`src/rtl/fm_streamer.sv`:
```
// ---------------------------------------------------------------------------
// fm_streamer
//   Streams one zero-padded feature map toward a PE A-port. The unpadded map
//   (FM_SIZE x FM_SIZE signed words) is read from memory starting at a base
//   address. The padded frame (PS x PS, PS = FM_SIZE + 2*PADDING) is emitted
//   in raster order, one pixel per cycle, with zeros on the padding ring.
//
// Ports
//   i_clk        clock, all logic on the rising edge
//   i_rst_n      synchronous active-low reset
//   i_start      one-cycle frame request (ignored while o_busy)
//   i_base_addr  address of pixel (0,0), latched on an accepted start
//   o_rd_en      memory read strobe (interior positions only)
//   o_rd_addr    memory read address (holds across padding positions)
//   i_rd_data    signed read data, valid one cycle after o_rd_en
//   o_DataFM     sign-extended padded pixel, 0 when o_en is low
//   o_en         pixel valid, contiguous for the whole frame
//   o_busy       frame in progress, through the o_done cycle
//   o_done       one-cycle end-of-frame pulse
//   o_dbg_state  FSM state (IDLE=0, STREAM=1, FLUSH=2)
//
// Handshake: i_start is a single-cycle request with no acknowledge; it is
// accepted only when the block is idle and o_busy is low. The output stream
// has no backpressure: every cycle with o_en high carries one pixel.
// ---------------------------------------------------------------------------
`ifndef A_DSP_WIDTH
`define A_DSP_WIDTH 30
`endif

module fm_streamer #(
    parameter int FM_SIZE    = 4,
    parameter int PADDING    = 1,
    parameter int DATA_WIDTH = 16,
    parameter int ADDR_WIDTH = 16,
    parameter int A_WIDTH    = `A_DSP_WIDTH
) (
    input  logic                  i_clk,
    input  logic                  i_rst_n,
    input  logic                  i_start,
    input  logic [ADDR_WIDTH-1:0] i_base_addr,
    output logic                  o_rd_en,
    output logic [ADDR_WIDTH-1:0] o_rd_addr,
    input  logic [DATA_WIDTH-1:0] i_rd_data,
    output logic [A_WIDTH-1:0]    o_DataFM,
    output logic                  o_en,
    output logic                  o_busy,
    output logic                  o_done,
    output logic [1:0]            o_dbg_state
);

    localparam int PS = FM_SIZE + 2 * PADDING;
    localparam int CW = (PS > 1) ? $clog2(PS) : 1;
    localparam logic [CW-1:0] LAST = CW'(PS - 1);
    // Position (0,0) is interior only when there is no padding ring.
    localparam logic START_INT = (PADDING == 0);

    typedef enum logic [1:0] {
        IDLE   = 2'd0,
        STREAM = 2'd1,
        FLUSH  = 2'd2
    } state_e;

    state_e                state_q;
    logic [CW-1:0]         row_q;
    logic [CW-1:0]         col_q;
    logic [ADDR_WIDTH-1:0] addr_cnt_q;   // next interior address to read
    logic [ADDR_WIDTH-1:0] rd_addr_q;
    logic                  rd_en_q;
    logic                  v1_q;         // issue-valid, aligned with i_rd_data
    logic                  int1_q;       // interior flag, aligned with i_rd_data
    logic                  en_q;
    logic [A_WIDTH-1:0]    data_q;
    logic                  busy_q;
    logic                  done_q;

    logic [CW-1:0]         nxt_row_d;
    logic [CW-1:0]         nxt_col_d;
    logic                  nxt_int_d;
    logic                  last_pos_d;
    logic                  accept_d;

    function automatic logic is_interior(input logic [CW-1:0] r, input logic [CW-1:0] c);
        int ri;
        int ci;
        ri = int'(r);
        ci = int'(c);
        return (ri >= PADDING) && (ri < PADDING + FM_SIZE) &&
               (ci >= PADDING) && (ci < PADDING + FM_SIZE);
    endfunction

    always_comb begin
        nxt_row_d  = row_q;
        nxt_col_d  = col_q + CW'(1);
        last_pos_d = (row_q == LAST) && (col_q == LAST);
        if (col_q == LAST) begin
            nxt_col_d = '0;
            nxt_row_d = row_q + CW'(1);
        end
        nxt_int_d  = is_interior(nxt_row_d, nxt_col_d);
        accept_d   = (state_q == IDLE) && !busy_q && i_start;
    end

    always_ff @(posedge i_clk) begin
        if (!i_rst_n) begin
            state_q    <= IDLE;
            row_q      <= '0;
            col_q      <= '0;
            addr_cnt_q <= '0;
            rd_addr_q  <= '0;
            rd_en_q    <= 1'b0;
            v1_q       <= 1'b0;
            int1_q     <= 1'b0;
            en_q       <= 1'b0;
            data_q     <= '0;
            busy_q     <= 1'b0;
            done_q     <= 1'b0;
        end else begin
            // Issue stage -> data stage: rd_en_q is high exactly on interior issues.
            v1_q   <= (state_q == STREAM);
            int1_q <= rd_en_q;

            // Output stage.
            en_q   <= v1_q;
            data_q <= (v1_q && int1_q) ? A_WIDTH'($signed(i_rd_data)) : '0;
            // Last pixel is on the output and nothing follows it.
            done_q <= en_q && !v1_q;

            if (accept_d) begin
                busy_q <= 1'b1;
            end else if (done_q) begin
                busy_q <= 1'b0;
            end

            case (state_q)
                IDLE: begin
                    rd_en_q <= 1'b0;
                    if (accept_d) begin
                        state_q <= STREAM;
                        row_q   <= '0;
                        col_q   <= '0;
                        if (START_INT) begin
                            rd_en_q    <= 1'b1;
                            rd_addr_q  <= i_base_addr;
                            addr_cnt_q <= i_base_addr + ADDR_WIDTH'(1);
                        end else begin
                            addr_cnt_q <= i_base_addr;
                        end
                    end
                end
                STREAM: begin
                    if (last_pos_d) begin
                        state_q <= FLUSH;
                        rd_en_q <= 1'b0;
                    end else begin
                        row_q <= nxt_row_d;
                        col_q <= nxt_col_d;
                        if (nxt_int_d) begin
                            rd_en_q    <= 1'b1;
                            rd_addr_q  <= addr_cnt_q;
                            addr_cnt_q <= addr_cnt_q + ADDR_WIDTH'(1);
                        end else begin
                            rd_en_q <= 1'b0;
                        end
                    end
                end
                FLUSH: begin
                    state_q <= IDLE;
                    rd_en_q <= 1'b0;
                end
                default: begin
                    state_q <= IDLE;
                    rd_en_q <= 1'b0;
                end
            endcase
        end
    end

    assign o_rd_en     = rd_en_q;
    assign o_rd_addr   = rd_addr_q;
    assign o_DataFM    = data_q;
    assign o_en        = en_q;
    assign o_busy      = busy_q;
    assign o_done      = done_q;
    assign o_dbg_state = state_q;

endmodule
```
`config.mk`:
```
export PLATFORM = sky130hd
export DESIGN_NAME = fm_streamer
export DESIGN_NICKNAME = d
export VERILOG_FILES = /design/src/rtl/fm_streamer.sv
export SDC_FILE = /design/constraint.sdc
export NUM_CORES = 1
export LEC_CHECK = 0
export CAP_MARGIN = 30
export CORE_MARGIN = 2
export CORE_UTILIZATION = 30
export CTS_BUF_LIST = sky130_fd_sc_hd__clkbuf_16
export CTS_CLUSTER_DIAMETER = 80
export DETAILED_ROUTE_END_ITERATION = 10
export GPL_ROUTABILITY_DRIVEN = 0
export PLACE_DENSITY = 0.66
export SETUP_SLACK_MARGIN = 0.2
export SYNTH_ARGS = -nofsm -noshare
export SYNTH_HDL_FRONTEND = slang
export SYNTH_SLANG_ARGS = --single-unit
```
`constraint.sdc`:
```
create_clock -name i_clk -period 4.52 [get_ports i_clk]
set_input_delay 1.356 -clock i_clk [delete_from_list [all_inputs] [get_ports i_clk]]
set_output_delay 1.356 -clock i_clk [all_outputs]
set_load 0.005 [all_outputs]
```
==> summary.md <==
| Metric | Value |
|---|---|
| Number of synthesized register bits | `62` |
| Clk Latency, worst-skew pair | `330 ps` |
| Top FF cell, synth | `dfxtp_1` |
| Die area | `10,240 sq um` |
| Clock transition at path regs | `60 ps` |
| RR Endpoint | `addr_cnt_q[0]` |
| 1st-iter DRT viols | `136` |
| Placed Instances | `472` |
| Drt pass-1 iters | `4` |
| Max clock buf depth | `2` |
| Hold_buf cts | `0` |
| F_max | `0.3494 GHz` |
| Yosys warnings | `0` |
| Initial Utilization | `30.83%` |
| Hold endpoint | `o_done` |
| Vias in the first global route | `2,306` |
| Critical path required time | `4760 ps` |
| RSZ-0062 raised after global routing | `no` |
| Most frequent cells in the layout | `clkdlybuf4s50_1 (86), dfxtp_1 (62), nor2_1 (33)` |
| Share of total power in the clock network | `49.3%` |
| Worst Path Max Fanout | `35` |
| Number of fill cells | `906` |
| Startpoint class of the critical path | `primary input` |
| CP Capture Type | `flip-flop` |
| Final critical-path required period | `2862 ps` |
| Post-route antenna net violation count | `0` |
| Post_cts resized | `0` |
| Die W | `101.2 um` |
| Psw | `0.3371 mW` |
| Die Y | `101.2 um` |
| DRC | `0` |
| Global route overflow | `0` |
| Syn Inst Count | `309` |
| Root Buffer | `clkbuf_16` |
| Setup TNS | `0 ps` |
| GRT Total Usage | `14.39%` |
| CP peak stage delay | `920 ps` |
| Net Count, Synth | `347` |
| Unique cell type count in the Yosys netlist | `56` |
| Cell Area, Synth | `2835 sq um` |
| P&R area growth vs syn | `39.06%` |
| Clock Skew | `5.977 ps` |
| Status | `completed` |
| Nets | `412` |
| RR Startpoint | `o_dbg_state[0]` |
| Commonest non-fill, non-tap cell in the layout | `clkdlybuf4s50_1` |
| Initial antenna violation count | `0` |
| Syn_area_per_cell | `9.175 sq um` |
| TritonCTS Buffers | `9` |
| Crit path launch | `i_rst_n` |
| Total chip power | `1.389 mW` |
| Sequential-to-total area share from yosys stat | `43.78%` |
| Worst Hold Class | `reg -> reg` |
| Via count | `2,482` |
| CTS tree | `done` |
| Arr. time, crit path | `3100 ps` |
| Sequential share of power | `42.0%` |
| Relative slew slack | `33.56%` |
| R2r setup slk | `2200 ps` |
| # diodes | `0` |
| FF-to-FF path depth | `4` |
| Fin crit share | `63.32%` |
| Gate power share | `8.7%` |
| Hold depth | `1` |
| Avg WL per Cell | `14.27 um` |
| Rows | `35` |
| Sw frac | `24.27%` |
| Min Hold Slack | `450.8 ps` |
| Sink Count | `62` |
| Static Leak | `1.517 nW` |
| IO Count | `87` |
| First-pass GRT wire length | `11.59 mm` |
| Crit-path slowest cell | `clkdlybuf4s50_1` |
| Fin. Hold Viols | `0` |
| Largest net degree at the start of global routing | `36` |
| Tightest Pin Transition | `990.7 ps` |
| Layout cell share with drive strength beyond 1 | `7.124%` |
| VDD IR-drop max | `205.8 uV` |
| WS Path Type | `in -> reg` |
| Finished Core Util | `42.87%` |
| CTS H-tree depth | `3` |
| Core area | `9196 sq um` |
| Final setup vio count | `0` |
| Post-CTS Setup Inserts | `0` |
| Buffers on Ports | `86` |
| Synth async-reset ratio | `0%` |
| Hpwl dp | `4.768 mm` |
| Pint | `1.052 mW` |
| Final WL | `6.992 mm` |
| Power Dens Cells | `352.3 nW/um^2` |
| Maxcap violations | `0` |
| Number of flops mapped to enable cells by yosys | `0` |
| Avg Vias per Cell | `5.065` |
| CP cell instances | `clkdlybuf4s50_1 -> clkinv_1 -> buf_4 -> o32ai_1` |
| Hold Startpoint | `v1_q` |
| Finished Layout Cells | `490` |
| Pins over their slew limit | `0` |
[layout make-up]
class	count	area, sq um	share of cell area (%)
clock buffers	9	225.2	5.712
clock inverters	7	73.82	1.872
inverters	5	18.77	0.4760
multi-input cells	206	1339	33.96
flip-flops and latches	62	1241	31.48
well taps	111	138.9	3.523
repair buffers	90	905.9	22.98
[worst max path at each step]
stage | end | slack [ps] | cells after the start
2_1_floorplan | addr_cnt_q[11] | 2020 | 5
3_3_place_gp | col_q[2] | 1410 | 5
3_5_place_dp | addr_cnt_q[3] | 1320 | 4
4_1_cts | o_DataFM[19] | 1660 | 1
5_1_grt | o_dbg_state[1] | 1460 | 4
6_report | addr_cnt_q[3] | 1660 | 4
[per-stage QoR]
stage	instance area, sq um	setup slack, ps
5_1_grt	3943	1463
6_report	3943	1658
2_1_floorplan	2835	2016
3_3_place_gp	3613	1412
3_5_place_dp	3613	1322
4_1_cts	3913	1662
[worst max-delay path, delay by kind of cell]
kind / cells / cell delay (ps)
buffers and inverters: 3 / 1410
AOI/OAI and AO/OA: 1 / 310
[registers in the layout, indices dropped and copies added, names as in the netlist]
signal,flops
col_q,3
o_rd_addr,16
v1_q,1
o_dbg_state,2
o_done,1
o_rd_en,1
o_en,1
addr_cnt_q,16
o_busy,1
int1_q,1
o_DataFM,16
row_q,3
[cells in the mapped netlist, types with 2 or more instances]
cell	number	area share, %
dfxtp_1	62	44
and4_1	4	1.2
clkbuf_1	11	1.5
and3_1	4	0.88
a21oi_1	15	2.6
buf_1	4	0.53
o21ai_0	8	1.4
a221oi_1	2	0.62
nor4_1	2	0.44
o31ai_1	3	0.79
nand4_1	6	1.3
nand3_1	6	1.1
nor2_1	33	4.4
nand4b_1	2	0.62
nand3b_1	2	0.53
buf_4	14	3.7
o211ai_1	5	1.3
a31oi_1	6	1.3
o32ai_1	2	0.62
nand2_1	18	2.4
ha_1	3	1.3
a311oi_1	2	0.62
and2_1	22	4.9
inv_1	4	0.53
nor2b_1	3	0.66
a32oi_1	2	0.62
mux2i_1	18	6.4
nor3b_1	2	0.53
nor3_1	3	0.53
buf_6	4	1.6
nand2b_1	5	1.1
a211oi_1	3	0.79
o221a_2	2	0.79
buf_2	2	0.35
o22ai_1	3	0.66
o31a_1	2	0.62
[cell families (layout without fill, tap and decap cells)]
kind of cell	Yosys count	in the layout	synth area share [%]
simple gates	116	116	21.98
compound gates	67	67	16.86
flops	62	62	43.78
buf+inv	41	111	9.002
mux	19	19	6.752
fa+ha+maj	3	3	1.324
xor+xnor	1	1	0.3090
[power groups by stage]
stage / Clock, mW / Combinational, mW / Sequential (mW)
floorplan: 0 / 0.0779 / 0.585
global placement: 0 / 0.116 / 0.594
detailed placement: 0 / 0.118 / 0.595
CTS: 0.701 / 0.119 / 0.583
global route: 0.730 / 0.134 / 0.586
finish: 0.685 / 0.120 / 0.583
[layer usage]
layer | track usage [%] | routed length [um] | vias to the layer above | share of wire [%]
li1 | - | - | 1228 | -
met1 | 18.21 | 3013 | 1157 | 43
met2 | 22.11 | 3261 | 88 | 47
met3 | 6.901 | 639 | 9 | 9.1
met4 | 3.742 | 78 | 0 | 1.1
met5 | 0 | 0 | - | 0
No activity file was read; power rests on OpenSTA's default activity.
==> RTL edit (same settings) <==
Set the parameter `FM_SIZE` to 8 (it was 4).
--- a/src/rtl/fm_streamer.sv
+++ b/src/rtl/fm_streamer.sv
@@ -28,7 +28,7 @@
 `endif
 
 module fm_streamer #(
-    parameter int FM_SIZE    = 4,
+    parameter int FM_SIZE    = 8,
     parameter int PADDING    = 1,
     parameter int DATA_WIDTH = 16,
     parameter int ADDR_WIDTH = 16,
Formal check against the unedited RTL: same outputs for any inputs over 4 cycles, from zero or initial values and one cycle with i_rst_n low; that may be too few to reach the edited logic, so the function may still have changed.
==> RTL edit against the unedited design <==
  * Design area down 1.6%
  * Core utilization down 0.27 points
  * Fmax shrank 2.8%
  * Worst setup slack lost 82 ps
  * Sequential cell count increased by 2
  * Total power fell by 4.1%
  * Synthesized area decreased by 1.8%
  * Die area is 1.7% lower
  * Wire length decreased by 2.6%
  * Sequential power increased by 3%
  * Clock skew about the same
  * Highest routed layer unchanged
==> RTL edit: results (changes against the unedited design) <==
[worst_setup_path]
rrSetupSlack_ps=2340  ; was 2200 ps
critical_path_peak_fanout=34  ; was 35
cp_slowest_cell=sky130_fd_sc_hd__clkdlybuf4s50_1  ; unchanged
delay_of_the_slowest_cell_on_the_worst_path_ps=970  ; was 920 ps
worstRegToRegCells=6  ; was 4
cp_top_family=buffers and inverters  ; unchanged
data_arrival_time_of_the_worst_path_ps=3220  ; was 3100 ps

[yosys]
yosys-top-cells-area=sky130_fd_sc_hd__dfxtp_1 (46%), sky130_fd_sc_hd__mux2i_1 (5.8%), sky130_fd_sc_hd__nor2_1 (4.9%)  ; was sky130_fd_sc_hd__dfxtp_1 (44%), sky130_fd_sc_hd__mux2i_1 (6.4%), sky130_fd_sc_hd__and2_1 (4.9%)
yosysMostFrequentCell=sky130_fd_sc_hd__dfxtp_1  ; unchanged
synthArstFlopShare_pct=0  ; unchanged
synth_commonest_cells=sky130_fd_sc_hd__dfxtp_1 (64), sky130_fd_sc_hd__nor2_1 (36), sky130_fd_sc_hd__nand2_1 (27)  ; was sky130_fd_sc_hd__dfxtp_1 (62), sky130_fd_sc_hd__nor2_1 (33), sky130_fd_sc_hd__and2_1 (22)
mappedNetlistNets=351  ; was 347
netlist_cell_types=45  ; was 56
synth-warning-count=0  ; unchanged
part_of_the_yosys_area_used_for_sequential_elements_pct=46.0  ; was 43.8%

[clocking]
clock-root-buffer=sky130_fd_sc_hd__clkbuf_16  ; unchanged
clk_pin_slew_ps=50
insertion_delay_ps=330  ; about the same
post_cts_resized=0  ; unchanged
cts_inserted_buffers=9  ; unchanged
htree_num_levels=3  ; unchanged
cts.path.max_buffers=2  ; unchanged

[detailed_routing]
postRouteWirelength_mm=6.81  ; was 6.99 mm
drt_first_pass_iters=4  ; unchanged
antenna_violating_nets_post_route=0  ; unchanged
drt-initial-drc-count=104  ; was 136
vias=2439  ; was 2,482

[timing]
slew_headroom_pct=30.1  ; was 33.6%
finalSetupViolCount=0  ; unchanged
worst_clock_skew_ps=6.34  ; was 5.98 ps
fin_worst_hold_slack_ps=439  ; was 451 ps

[global_routing]
grt_use_met2_pct=22.5  ; was 22.1%
grt_use_met1_pct=16.5  ; was 18.2%
grt_pass1_wl_mm=11.0  ; was 11.6 mm
gr-usage-all-layers_pct=13.8  ; was 14.4%
groute.layer.met3.usage_pct=3.97  ; was 6.90%
maximum_number_of_pins_on_one_net_before_global_route_repair=35  ; was 36
gr-total-overflow=0  ; unchanged

[hold_path]
hold_path.class=register to register  ; unchanged
instance_count_along_the_most_critical_hold_path=1  ; unchanged

[cells_and_area]
share_of_final_layout_standard_cells_stronger_than_drive_strength_1_pct=5.44  ; was 7.12%
antenna-diode-count=0  ; unchanged
finish.net_count=419  ; was 412

[power]
switchingPower_mw=0.328  ; was 0.337 mW
static-leakage-power_nw=1.52  ; about the same
ir_drop_mv=0.148  ; was 0.206 mV

[placed_design]
dp_hpwl_mm=4.75  ; was 4.77 mm
buffer_ports.inserted=86  ; unchanged

[status]
status=finished clean  ; unchanged

-- RTL edit: cell types whose count changed after synthesis, moves of 3 or more --
cell and change:
sky130_fd_sc_hd__nor2_1 +3, sky130_fd_sc_hd__buf_1 -4, sky130_fd_sc_hd__nand2_1 +9, sky130_fd_sc_hd__or3_1 +3, sky130_fd_sc_hd__a21oi_1 +7, sky130_fd_sc_hd__o211ai_1 -5
sky130_fd_sc_hd__nand4_1 -5, sky130_fd_sc_hd__o221a_1 +3, sky130_fd_sc_hd__a31oi_1 -3, sky130_fd_sc_hd__nand3_1 +3, sky130_fd_sc_hd__o21ai_1 +8
-- RTL edit: area by class of cell --
| class | instances | area (um2) |
|---|---|---|
| flip-flops and latches | 64 | 1280 |
| clock inverters | 7 | 41.3 |
| fillers | 892 | 5230 |
| well taps | 111 | 139 |
| repair buffers | 89 | 883 |
| multi-input cells | 214 | 1300 |
| clock buffers | 9 | 225 |
| inverters | 3 | 11.3 |
-- RTL edit: power by group through the flow --
stage	combinational, mW	sequential, mW	clock (mW)
3_3_place_gp	0.116	0.611	0
5_1_grt	0.131	0.603	0.651
6_report	0.118	0.600	0.614
2_1_floorplan	0.0728	0.605	0
4_1_cts	0.119	0.600	0.631
3_5_place_dp	0.118	0.612	0
-- RTL edit: cell families after synthesis --
group	after synthesis	synth area share (%)
AND/OR/NAND/NOR	125	22.5
AO/OA/AOI/OAI	70	17.0
flip-flops	64	46.0
buffers and inverters	35	7.37
multiplexers	16	5.75
adder cells (fa/ha/maj)	3	1.35
-- RTL edit: metal layers --
layer  vias to the layer above  wire [um]
met4                         0        114
met3                        10        430
li1                       1225          -
met1                      1124       3100
met2                        80       3170
met5                         -          0
-- RTL edit: final timing paths --
path	from	endpoint
worst max register to register	o_dbg_state[1]$_SDFFE_PN0P_	addr_cnt_q[13]$_SDFFE_PN0P_
worst max-delay path	i_rst_n	addr_cnt_q[0]$_SDFFE_PN0P_
worst min register to register	v1_q$_SDFF_PN0_	o_done$_SDFF_PN0_
worst min-delay path	v1_q$_SDFF_PN0_	o_done$_SDFF_PN0_
-- RTL edit: stage by stage --
step | area [um2] | setup slack [ps] | cells
after global placement | 3610 | 1300 | 481
after detailed placement | 3610 | 1240 | 481
after floorplan | 2790 | 2030 | 313
final | 3880 | 1580 | 497
after CTS | 3880 | 1590 | 497
after global routing | 3880 | 1440 | 497
